--- src/rtl/harmonic_voice.sv ---
// Additive-synthesis voice: NUM_HARM phase accumulators share one external sine ROM;
// per-harmonic gains shape the mix, and a beat-driven duration counter gates the note.
module harmonic_voice #(
  parameter int NUM_HARM = 7,
  parameter int SAMPLE_W = 16,
  parameter int STEP_W   = 20,
  parameter int ROM_AW   = 10,
  parameter int DUR_W    = 6
) (
  input  logic                       clk,
  input  logic                       reset,
  input  logic                       play_enable,
  input  logic                       load_new_note,
  input  logic [STEP_W-1:0]          step_in,
  input  logic [DUR_W-1:0]           duration_in,
  input  logic                       beat,
  output logic                       done_with_note,
  input  logic                       generate_next_sample,
  output logic signed [SAMPLE_W-1:0] sample_out,
  output logic                       new_sample_ready,
  input  logic                       gain_we,
  input  logic [2:0]                 gain_addr,
  input  logic [3:0]                 gain_data,
  output logic [ROM_AW-1:0]          rom_addr,
  input  logic signed [SAMPLE_W-1:0] rom_data
);

  localparam int ACC_W = SAMPLE_W + 3;
  localparam logic [2:0] LAST = 3'(NUM_HARM - 1);

  typedef enum logic [1:0] {IDLE, FETCH, DRAIN, OUT} state_t;

  state_t                  state;
  logic [2:0]              idx;
  logic [STEP_W-1:0]       phase [NUM_HARM];
  logic [3:0]              gain  [NUM_HARM];
  logic [STEP_W-1:0]       step;
  logic [DUR_W-1:0]        count;
  logic                    pending;
  logic [STEP_W-1:0]       pend_step;
  logic [DUR_W-1:0]        pend_dur;
  logic signed [ACC_W-1:0] acc;

  logic                    active;
  logic                    issue;
  logic                    load_fire;
  logic [2:0]              iss_idx;
  logic [2:0]              acc_idx;
  logic [ROM_AW-1:0]       iss_addr;
  logic [STEP_W-1:0]       inc;
  logic [STEP_W-1:0]       ld_step;
  logic [DUR_W-1:0]        ld_dur;
  logic [3:0]              acc_gain;
  logic signed [ACC_W-1:0] contrib;

  function automatic logic signed [ACC_W-1:0] shape(input logic signed [SAMPLE_W-1:0] w,
                                                     input logic [3:0] g);
    logic signed [ACC_W-1:0] ext;
    ext = {{3{w[SAMPLE_W-1]}}, w};
    if (g == 4'hF) return '0;
    return ext >>> g;
  endfunction

  function automatic logic signed [SAMPLE_W-1:0] saturate(input logic signed [ACC_W-1:0] a);
    logic [3:0] top;
    top = a[ACC_W-1 -: 4];
    if (top == 4'b0000 || top == 4'b1111) return a[SAMPLE_W-1:0];
    if (a[ACC_W-1]) return {1'b1, {(SAMPLE_W-1){1'b0}}};
    return {1'b0, {(SAMPLE_W-1){1'b1}}};
  endfunction

  assign done_with_note = (count == '0);

  // idx names the harmonic whose address is on rom_addr; its ROM word lands one cycle later
  always_comb begin
    active    = play_enable && !done_with_note;
    issue     = ((state == IDLE) && generate_next_sample) || ((state == FETCH) && (idx != LAST));
    iss_idx   = (state == IDLE) ? 3'd0 : idx + 3'd1;
    acc_idx   = (state == DRAIN) ? LAST : idx - 3'd1;
    load_fire = ((state == IDLE) && load_new_note) ||
                ((state == OUT) && (load_new_note || pending));
    ld_step   = load_new_note ? step_in : pend_step;
    ld_dur    = load_new_note ? duration_in : pend_dur;
    iss_addr  = '0;
    acc_gain  = 4'hF;
    for (int k = 0; k < NUM_HARM; k++) begin
      if (iss_idx == 3'(k)) iss_addr = phase[k][STEP_W-1 -: ROM_AW];
      if (acc_idx == 3'(k)) acc_gain = gain[k];
    end
    inc     = step * STEP_W'(32'(iss_idx) + 32'd1);
    contrib = active ? shape(rom_data, acc_gain) : '0;
  end

  always_ff @(posedge clk or negedge reset) begin
    if (!reset) begin
      state            <= IDLE;
      idx              <= '0;
      rom_addr         <= '0;
      sample_out       <= '0;
      new_sample_ready <= 1'b0;
      step             <= '0;
      count            <= '0;
      pending          <= 1'b0;
      for (int k = 0; k < NUM_HARM; k++) begin
        phase[k] <= '0;
        gain[k]  <= (k == 0) ? 4'h1 : 4'hF;
      end
    end else begin
      new_sample_ready <= 1'b0;
      if (issue) rom_addr <= iss_addr;
      for (int k = 0; k < NUM_HARM; k++) begin
        if (load_fire) phase[k] <= '0;
        else if (issue && active && (iss_idx == 3'(k))) phase[k] <= phase[k] + inc;
        if (gain_we && (gain_addr == 3'(k))) gain[k] <= gain_data;
      end
      // an applied load wins over a coincident beat
      if (load_fire) begin
        step  <= ld_step;
        count <= ld_dur;
      end else if (beat && play_enable && !done_with_note) begin
        count <= count - 1'b1;
      end
      if (load_fire) pending <= 1'b0;
      else if (load_new_note) pending <= 1'b1;
      case (state)
        IDLE: begin
          if (generate_next_sample) begin
            state <= FETCH;
            idx   <= '0;
          end
        end
        FETCH: begin
          if (idx == LAST) state <= DRAIN;
          else idx <= idx + 3'd1;
        end
        DRAIN: state <= OUT;
        OUT: begin
          sample_out       <= saturate(acc);
          new_sample_ready <= 1'b1;
          state            <= IDLE;
        end
        default: state <= IDLE;
      endcase
    end
  end

  // accumulator stage: one harmonic per cycle, trailing the address stream by one
  always_ff @(posedge clk) begin
    if (load_new_note) begin
      pend_step <= step_in;
      pend_dur  <= duration_in;
    end
    case (state)
      IDLE:    if (generate_next_sample) acc <= '0;
      FETCH:   if (idx != 3'd0) acc <= acc + contrib;
      DRAIN:   acc <= acc + contrib;
      default: ;
    endcase
  end

endmodule

--- config.mk ---
export PLATFORM = sky130hd
export DESIGN_NAME = harmonic_voice
export DESIGN_NICKNAME = d
export VERILOG_FILES = /design/src/rtl/harmonic_voice.sv
export SDC_FILE = /design/constraint.sdc
export NUM_CORES = 1
export LEC_CHECK = 0
export CORE_ASPECT_RATIO = 0.75
export CORE_MARGIN = 10
export CORE_UTILIZATION = 60
export DETAILED_ROUTE_END_ITERATION = 10
export GPL_ROUTABILITY_DRIVEN = 0
export GPL_TIMING_DRIVEN = 0
export PLACE_DENSITY_LB_ADDON = 0.3
export SLEW_MARGIN = 10
export SYNTH_ARGS = -nofsm -noshare
export SYNTH_HDL_FRONTEND = slang
export SYNTH_SLANG_ARGS = --single-unit
--- constraint.sdc ---
create_clock -name clk -period 8.1 [get_ports clk]
set_clock_uncertainty 0.2 [all_clocks]
set_input_delay 1.62 -clock clk [delete_from_list [all_inputs] [get_ports clk]]
set_output_delay 1.62 -clock clk [all_outputs]
set_load 0.01 [all_outputs]
==> results of run 1 <==
cell families after synthesis:
group                    Yosys count
AO/OA/AOI/OAI                    613
adder cells (fa/ha/maj)          228
flip-flops                       272
AND/OR/NAND/NOR                  631
multiplexers                     124
XOR/XNOR                         151
buffers and inverters            181
layer usage:
metal | vias to the layer above | part of all wire
met5 | - | 0
met4 | 0 | 0.036
met3 | 144 | 0.070
met2 | 613 | 0.45
met1 | 8392 | 0.44
li1 | 8143 | -
state kept, by name, summed over array words and instances (netlist names):
register / count
phase: 140
acc: 19
pend_step: 20
count: 6
state: 2
pending: 1
sample_out: 16
step: 20
rom_addr: 10
new_sample_ready: 1
pend_dur: 6
gain: 28
idx: 3
through the flow:
| step | cells | util | hold slack (ns) |
|---|---|---|---|
| 3_5_place_dp | 2737 | 0.652 | 0.259 |
| 5_1_grt | 2805 | 0.694 | 0.287 |
| 3_3_place_gp | 2732 | 0.648 | 0.254 |
| 6_report | 2805 | 0.694 | 0.271 |
| 4_1_cts | 2802 | 0.688 | 0.273 |
| 2_1_floorplan | 2200 | - | 0.247 |
what timing repair did:
item                                    4_1_cts  5_1_grt
resized for setup                            20       35
buffers inserted                              9        3
endpoints found under the setup margin       40       25
pin swaps                                     3        3
hold buffers                                  0        0
Yosys cell counts (all sizes together), types with 27 or more instances:
| cell type | count | area share |
|---|---|---|
| ha | 187 | 0.12 |
| nand2b | 32 | 0.0099 |
| a21oi | 149 | 0.037 |
| nor3 | 40 | 0.0099 |
| and2 | 41 | 0.013 |
| nand3 | 40 | 0.0099 |
| inv | 112 | 0.021 |
| o21ai | 193 | 0.048 |
| nand2 | 236 | 0.044 |
| xor2 | 71 | 0.031 |
| fa | 41 | 0.041 |
| clkbuf | 56 | 0.010 |
| nor2 | 129 | 0.024 |
| mux2 | 78 | 0.043 |
| dfrtp | 202 | 0.25 |
| xnor2 | 80 | 0.036 |
| mux2i | 44 | 0.022 |
| nor2b | 56 | 0.017 |
| a21o | 45 | 0.017 |
| a22o | 27 | 0.012 |
final cells by class:
type / count / area [sq um]
multi-input cells: 1747 / 13000
fillers: 2504 / 10200
flip-flops and latches: 272 / 6800
repair buffers: 99 / 1030
clock buffers: 44 / 937
well taps: 450 / 563
inverters: 112 / 420
plain buffers: 69 / 279
clock inverters: 12 / 80.1
worst max path at each step:
| stage | start | cells after the start | slack, ns | endpoint |
|---|---|---|---|---|
| final | idx[0]$_DFFE_PN0P_ | 32 | 0.25 | phase[99]$_DFFE_PN0P_ |
| after global routing | idx[0]$_DFFE_PN0P_ | 32 | -0.10 | phase[99]$_DFFE_PN0P_ |
| after CTS | state[0]$_DFFE_PN0P_ | 29 | 0.008 | phase[19]$_DFFE_PN0P_ |
| after detailed placement | idx[0]$_DFFE_PN0P_ | 31 | -1.03 | phase[19]$_DFFE_PN0P_ |
| after global placement | reset | 1 | -4.74 | phase[8]$_DFFE_PN0P_ |
| after floorplan | idx[0]$_DFFE_PN0P_ | 31 | 0.76 | phase[79]$_DFFE_PN0P_ |
worst max-delay path: cells and delay by family, from the launching register on:
family | cells | cell delay, ns
XOR/XNOR | 2 | 0.34
AO/OA/AOI/OAI | 6 | 1.60
buffers and inverters | 6 | 0.90
AND/OR/NAND/NOR | 10 | 1.48
multiplexers | 1 | 0.21
flip-flops | 1 | 0.44
adder cells (fa/ha/maj) | 7 | 2.53
==> impl_metrics.py, run 1 <==
metrics = {
    "status": {
        "status": "finished clean",
    },
    "clocking": {
        "clk_pin_slew_worst_paths_ns": 0.07,
        "cts_sinks": 272,
        "cts_tree": "built",
        "clk_latency_ns": 0.59,
        "h-tree-depth": 1,
        "numCtsBuffers": 30,
        "clk_path_buf_depth": 3,
        "cts_root_buffer": "clkbuf_16",
    },
    "logic_synthesis": {
        "avgSynthCellArea_sq_um": 9.20,
        "synth_xor_area_frac": 0.0667,
        "async_flop_share": 0.835,
        "synth_top_family_by_area": "compound AO/OA/AOI/OAI gates",
        "ys_seq_area_frac": 0.336,
        "synth_compound_area_frac": 0.192,
        "yosysUniqueCellTypes": 81,
        "synth-simple-area-share": 0.147,
        "synth_mux_area_frac": 0.0674,
        "synth-edff-count": 19,
        "synthAdderAreaFrac": 0.156,
        "synth_ff_type": "dfrtp_1",
        "syn_inst": 2200,
        "synth_area_sq_um": 20200,
        "yosys_warnings": 0,
        "synth_seq_cells": 272,
        "synth_nets": 2484,
    },
    "timing": {
        "finalHoldViolCount": 0,
        "rsz0062_at_grt": "true",
        "slew_viol_final": 0,
        "min_period_over_period": 0.969,
        "maxSlewHeadroom": 0.233,
        "finalSetupTns_ns": 0,
        "fin_crit_ns": 7.85,
        "setup_slack_ns": 0.254,
        "tightest_slew_ns": 1.15,
        "timing.fmax_mhz": 127,
        "finalSetupViolCount": 0,
    },
    "grt": {
        "grt_pass1_wl_um": 89200,
        "met1_usage": 0.351,
        "grt_start_max_net_pins": 92,
        "overflow": 0,
        "gr-usage-all-layers": 0.263,
        "grt_pass1_vias": 17209,
        "grt_use_met2": 0.422,
        "grt-busiest-layer": "met2",
        "antenna_found_initial": 0,
        "grtUsageMet3": 0.0497,
    },
    "cells_and_area": {
        "final_design_area_no_fill_sq_um": 23200,
        "nets": 2615,
        "syn2layout_area_growth_pct": 14.4,
        "diodes": 0,
        "final_cell_mix": "nand2_1, dfrtp_1, o21ai_0",
        "layout-drive-gt1-share": 0.104,
        "final_common_cell": "nand2_1",
    },
    "floorplanning": {
        "ioPinCount": 84,
        "die_w_um": 232,
        "core_sq_um": 33400,
        "row_count": 58,
        "initial_utilization": 0.606,
        "die_h_um": 179,
        "dieArea_sq_um": 41500,
    },
    "placement": {
        "portBuffers": 82,
        "hpwl_um": 39800,
        "dp_slack_ns": -1.03,
        "placed_area_sq_um": 21800,
    },
    "detailed_routing": {
        "route.detailed.drc": 0,
        "ant_nets": 0,
        "drt_pre_antenna_iters": 5,
        "drt-vias-per-instance": 6.16,
        "wl_um": 54600,
        "wire_per_inst_um": 19.5,
        "vias": 17292,
        "first_iter_violations": 1478,
    },
    "worst_setup_path": {
        "cpMostUsedCell": "ha_1",
        "r2r_start": "idx[0]$_DFFE_PN0P_",
        "critPathCaptureType": "flop",
        "reg2regPathDepth": 32,
        "r2r_end": "phase[99]$_DFFE_PN0P_",
        "cp_max_fo": 10,
        "arrival_ns": 8.09,
        "r2r_slack_ns": 0.25,
        "crit_type": "flop to flop",
        "slowest_stage": "fa_1",
        "cp-start-kind": "flop",
        "cp_slowest_stage_delay_ns": 0.51,
        "worstPathRequired_ns": 8.35,
    },
    "min_path": {
        "whs_endpoint": "pend_step[8]$_DFF_P_",
        "worstHoldPathCells": 1,
        "worstHoldStart": "pend_step[8]$_DFF_P_",
        "worstHoldPathType": "flop to flop",
    },
    "flow_run": {
        "maxCapViolCount": 0,
    },
}
Power of run 1 is left out: the tool's default activity adds up to more than one toggle a clock period on the data nets, which glitch-free logic cannot reach.
==> run 2, diff against run 1 <==
--- a/config.mk
+++ b/config.mk
@@ -5,6 +5,7 @@
 export SDC_FILE = /design/constraint.sdc
 export NUM_CORES = 1
 export LEC_CHECK = 0
+export CAP_MARGIN = 20
 export CORE_ASPECT_RATIO = 0.75
 export CORE_MARGIN = 10
 export CORE_UTILIZATION = 60
==> run 2 against run 1 <==
Maximum frequency increased by 0.61%; non-clock buffer count increased by 2; sequential share of layout area about the same; clock-buffer cell count unchanged; via count increased by 0.31%; utilization decreased by 0.060 points; critical path depth decreased by 1; register-to-register slack improved by 0.05 ns; first-iteration DRC count increased by 8.4%; critical path type unchanged; critical endpoint is now phase[119]$_DFFE_PN0P_; largest cell class unchanged.
==> impl_metrics.py, run 2 (same netlist as run 1, synthesis figures left out) <==
metrics = {
    "grt": {
        "overflow": 0,
        "gr-usage-all-layers": 0.262,
        "grt_pass1_vias": 17262,
        "grt_pass1_wl_um": 89000,
        "antenna_found_initial": 0,
        "grt_start_max_net_pins": 92,
    },
    "worst_setup_path": {
        "r2r_start": "state[0]$_DFFE_PN0P_",
        "cp-start-kind": "flop",
        "cp_slowest_stage_delay_ns": 0.54,
        "crit_type": "flop to flop",
        "r2r_end": "phase[119]$_DFFE_PN0P_",
        "cp_max_fo": 11,
        "r2r_slack_ns": 0.30,
        "endpoint": "phase[119]$_DFFE_PN0P_",
        "critPathCaptureType": "flop",
        "arrival_ns": 8.04,
        "reg2regPathDepth": 31,
        "worstPathRequired_ns": 8.34,
        "slowest_stage": "fa_1",
        "crit_start": "state[0]$_DFFE_PN0P_",
    },
    "timing": {
        "slew_viol_final": 0,
        "setup_slack_ns": 0.301,
        "finalSetupViolCount": 0,
        "tightest_slew_ns": 1.11,
        "fin_crit_ns": 7.80,
        "maxSlewHeadroom": 0.262,
        "min_period_over_period": 0.963,
        "finalHoldViolCount": 0,
        "timing.fmax_mhz": 128,
        "hold_ws_ns": 0.270,
    },
    "detailed_routing": {
        "ant_nets": 0,
        "drt-vias-per-instance": 6.18,
        "wire_per_inst_um": 19.5,
        "drt_pre_antenna_iters": 9,
        "vias": 17346,
        "wl_um": 54800,
        "route.detailed.drc": 0,
        "first_iter_violations": 1602,
    },
    "clocking": {
        "numCtsBuffers": 31,
        "clk_latency_ns": 0.60,
        "hold_buffers": 0,
        "cts_sinks": 272,
        "clk_pin_slew_worst_paths_ns": 0.06,
        "cts_tree": "built",
        "h-tree-depth": 1,
        "clk_path_buf_depth": 3,
        "cts_root_buffer": "clkbuf_16",
    },
    "floorplanning": {
        "initial_utilization": 0.606,
        "die_w_um": 232,
        "ioPinCount": 84,
        "row_count": 58,
        "die_h_um": 179,
        "core_sq_um": 33400,
        "dieArea_sq_um": 41500,
    },
    "cells_and_area": {
        "final_cell_mix": "nand2_1, dfrtp_1, o21ai_0",
        "syn2layout_area_growth_pct": 14.3,
        "nets": 2618,
        "regMostFlops": "phase",
        "largest_reg_flops": 140,
        "reg.largest.list": "phase x140, gain x28",
        "post-route-util": 0.693,
        "diodes": 0,
        "final_common_cell": "nand2_1",
        "layout-drive-gt1-share": 0.103,
    },
    "placement": {
        "dp_slack_ns": -1.05,
        "hpwl_um": 40100,
        "portBuffers": 82,
    },
    "min_path": {
        "worstHoldPathType": "flop to flop",
        "worstHoldPathCells": 1,
    },
    "flow_run": {
        "maxCapViolCount": 0,
    },
    "status": {
        "status": "finished clean",
    },
}
-- run 2: worst max-delay path, delay by kind of cell (launching register included) --
family / cells / cell delay, ns
buffers and inverters: 6 / 0.87
AND/OR/NAND/NOR: 9 / 1.55
adder cells (fa/ha/maj): 6 / 2.63
AO/OA/AOI/OAI: 7 / 1.62
flip-flops: 1 / 0.38
XOR/XNOR: 2 / 0.27
multiplexers: 1 / 0.10
-- run 2: final cells by class --
| type | count | area, sq um |
|---|---|---|
| clock buffer | 44 | 885 |
| tap | 450 | 563 |
| fill | 2519 | 10200 |
| inverter | 112 | 420 |
| multi-input combinational | 1747 | 13000 |
| timing repair buffer | 102 | 1060 |
| clock inverter | 13 | 150 |
| sequential | 272 | 6800 |
| buffer | 68 | 275 |
-- run 2: what timing repair did --
| item | in CTS | in global routing |
|---|---|---|
| hold endpoints to repair | 0 | 0 |
| pin swaps | 3 | 3 |
| gates resized for setup | 17 | 28 |
| buffers inserted | 6 | 5 |
| endpoints found under the setup margin | 41 | 26 |
-- run 2: worst min-delay path by stage --
stage                     startpoint                     to  slack (ns)
2_1_floorplan  pend_step[10]$_DFF_P_  pend_step[10]$_DFF_P_        0.25
3_3_place_gp    pend_step[0]$_DFF_P_   pend_step[0]$_DFF_P_        0.25
3_5_place_dp    pend_step[8]$_DFF_P_   pend_step[8]$_DFF_P_        0.26
4_1_cts         pend_step[8]$_DFF_P_   pend_step[8]$_DFF_P_        0.27
5_1_grt         pend_step[7]$_DFF_P_   pend_step[7]$_DFF_P_        0.28
6_report       pend_step[14]$_DFF_P_  pend_step[14]$_DFF_P_        0.27
-- run 2: layer usage --
| layer | wire (um) | vias to the layer above | global-route usage |
|---|---|---|---|
| met2 | 24900 | 663 | 0.427 |
| li1 | - | 8142 | - |
| met5 | 0 | - | 0 |
| met4 | 1760 | 0 | 0.0853 |
| met1 | 24100 | 8401 | 0.352 |
| met3 | 4050 | 140 | 0.0441 |
-- run 2: stage by stage --
step	setup TNS, ns	instances	area (sq um)
2_1_floorplan	0	2200	20200
3_3_place_gp	-1008.29	2732	21600
3_5_place_dp	-12.80	2740	21800
4_1_cts	0	2803	23000
5_1_grt	-0.149	2808	23100
6_report	0	2808	23100
Power of run 2 is left out for the same reason.
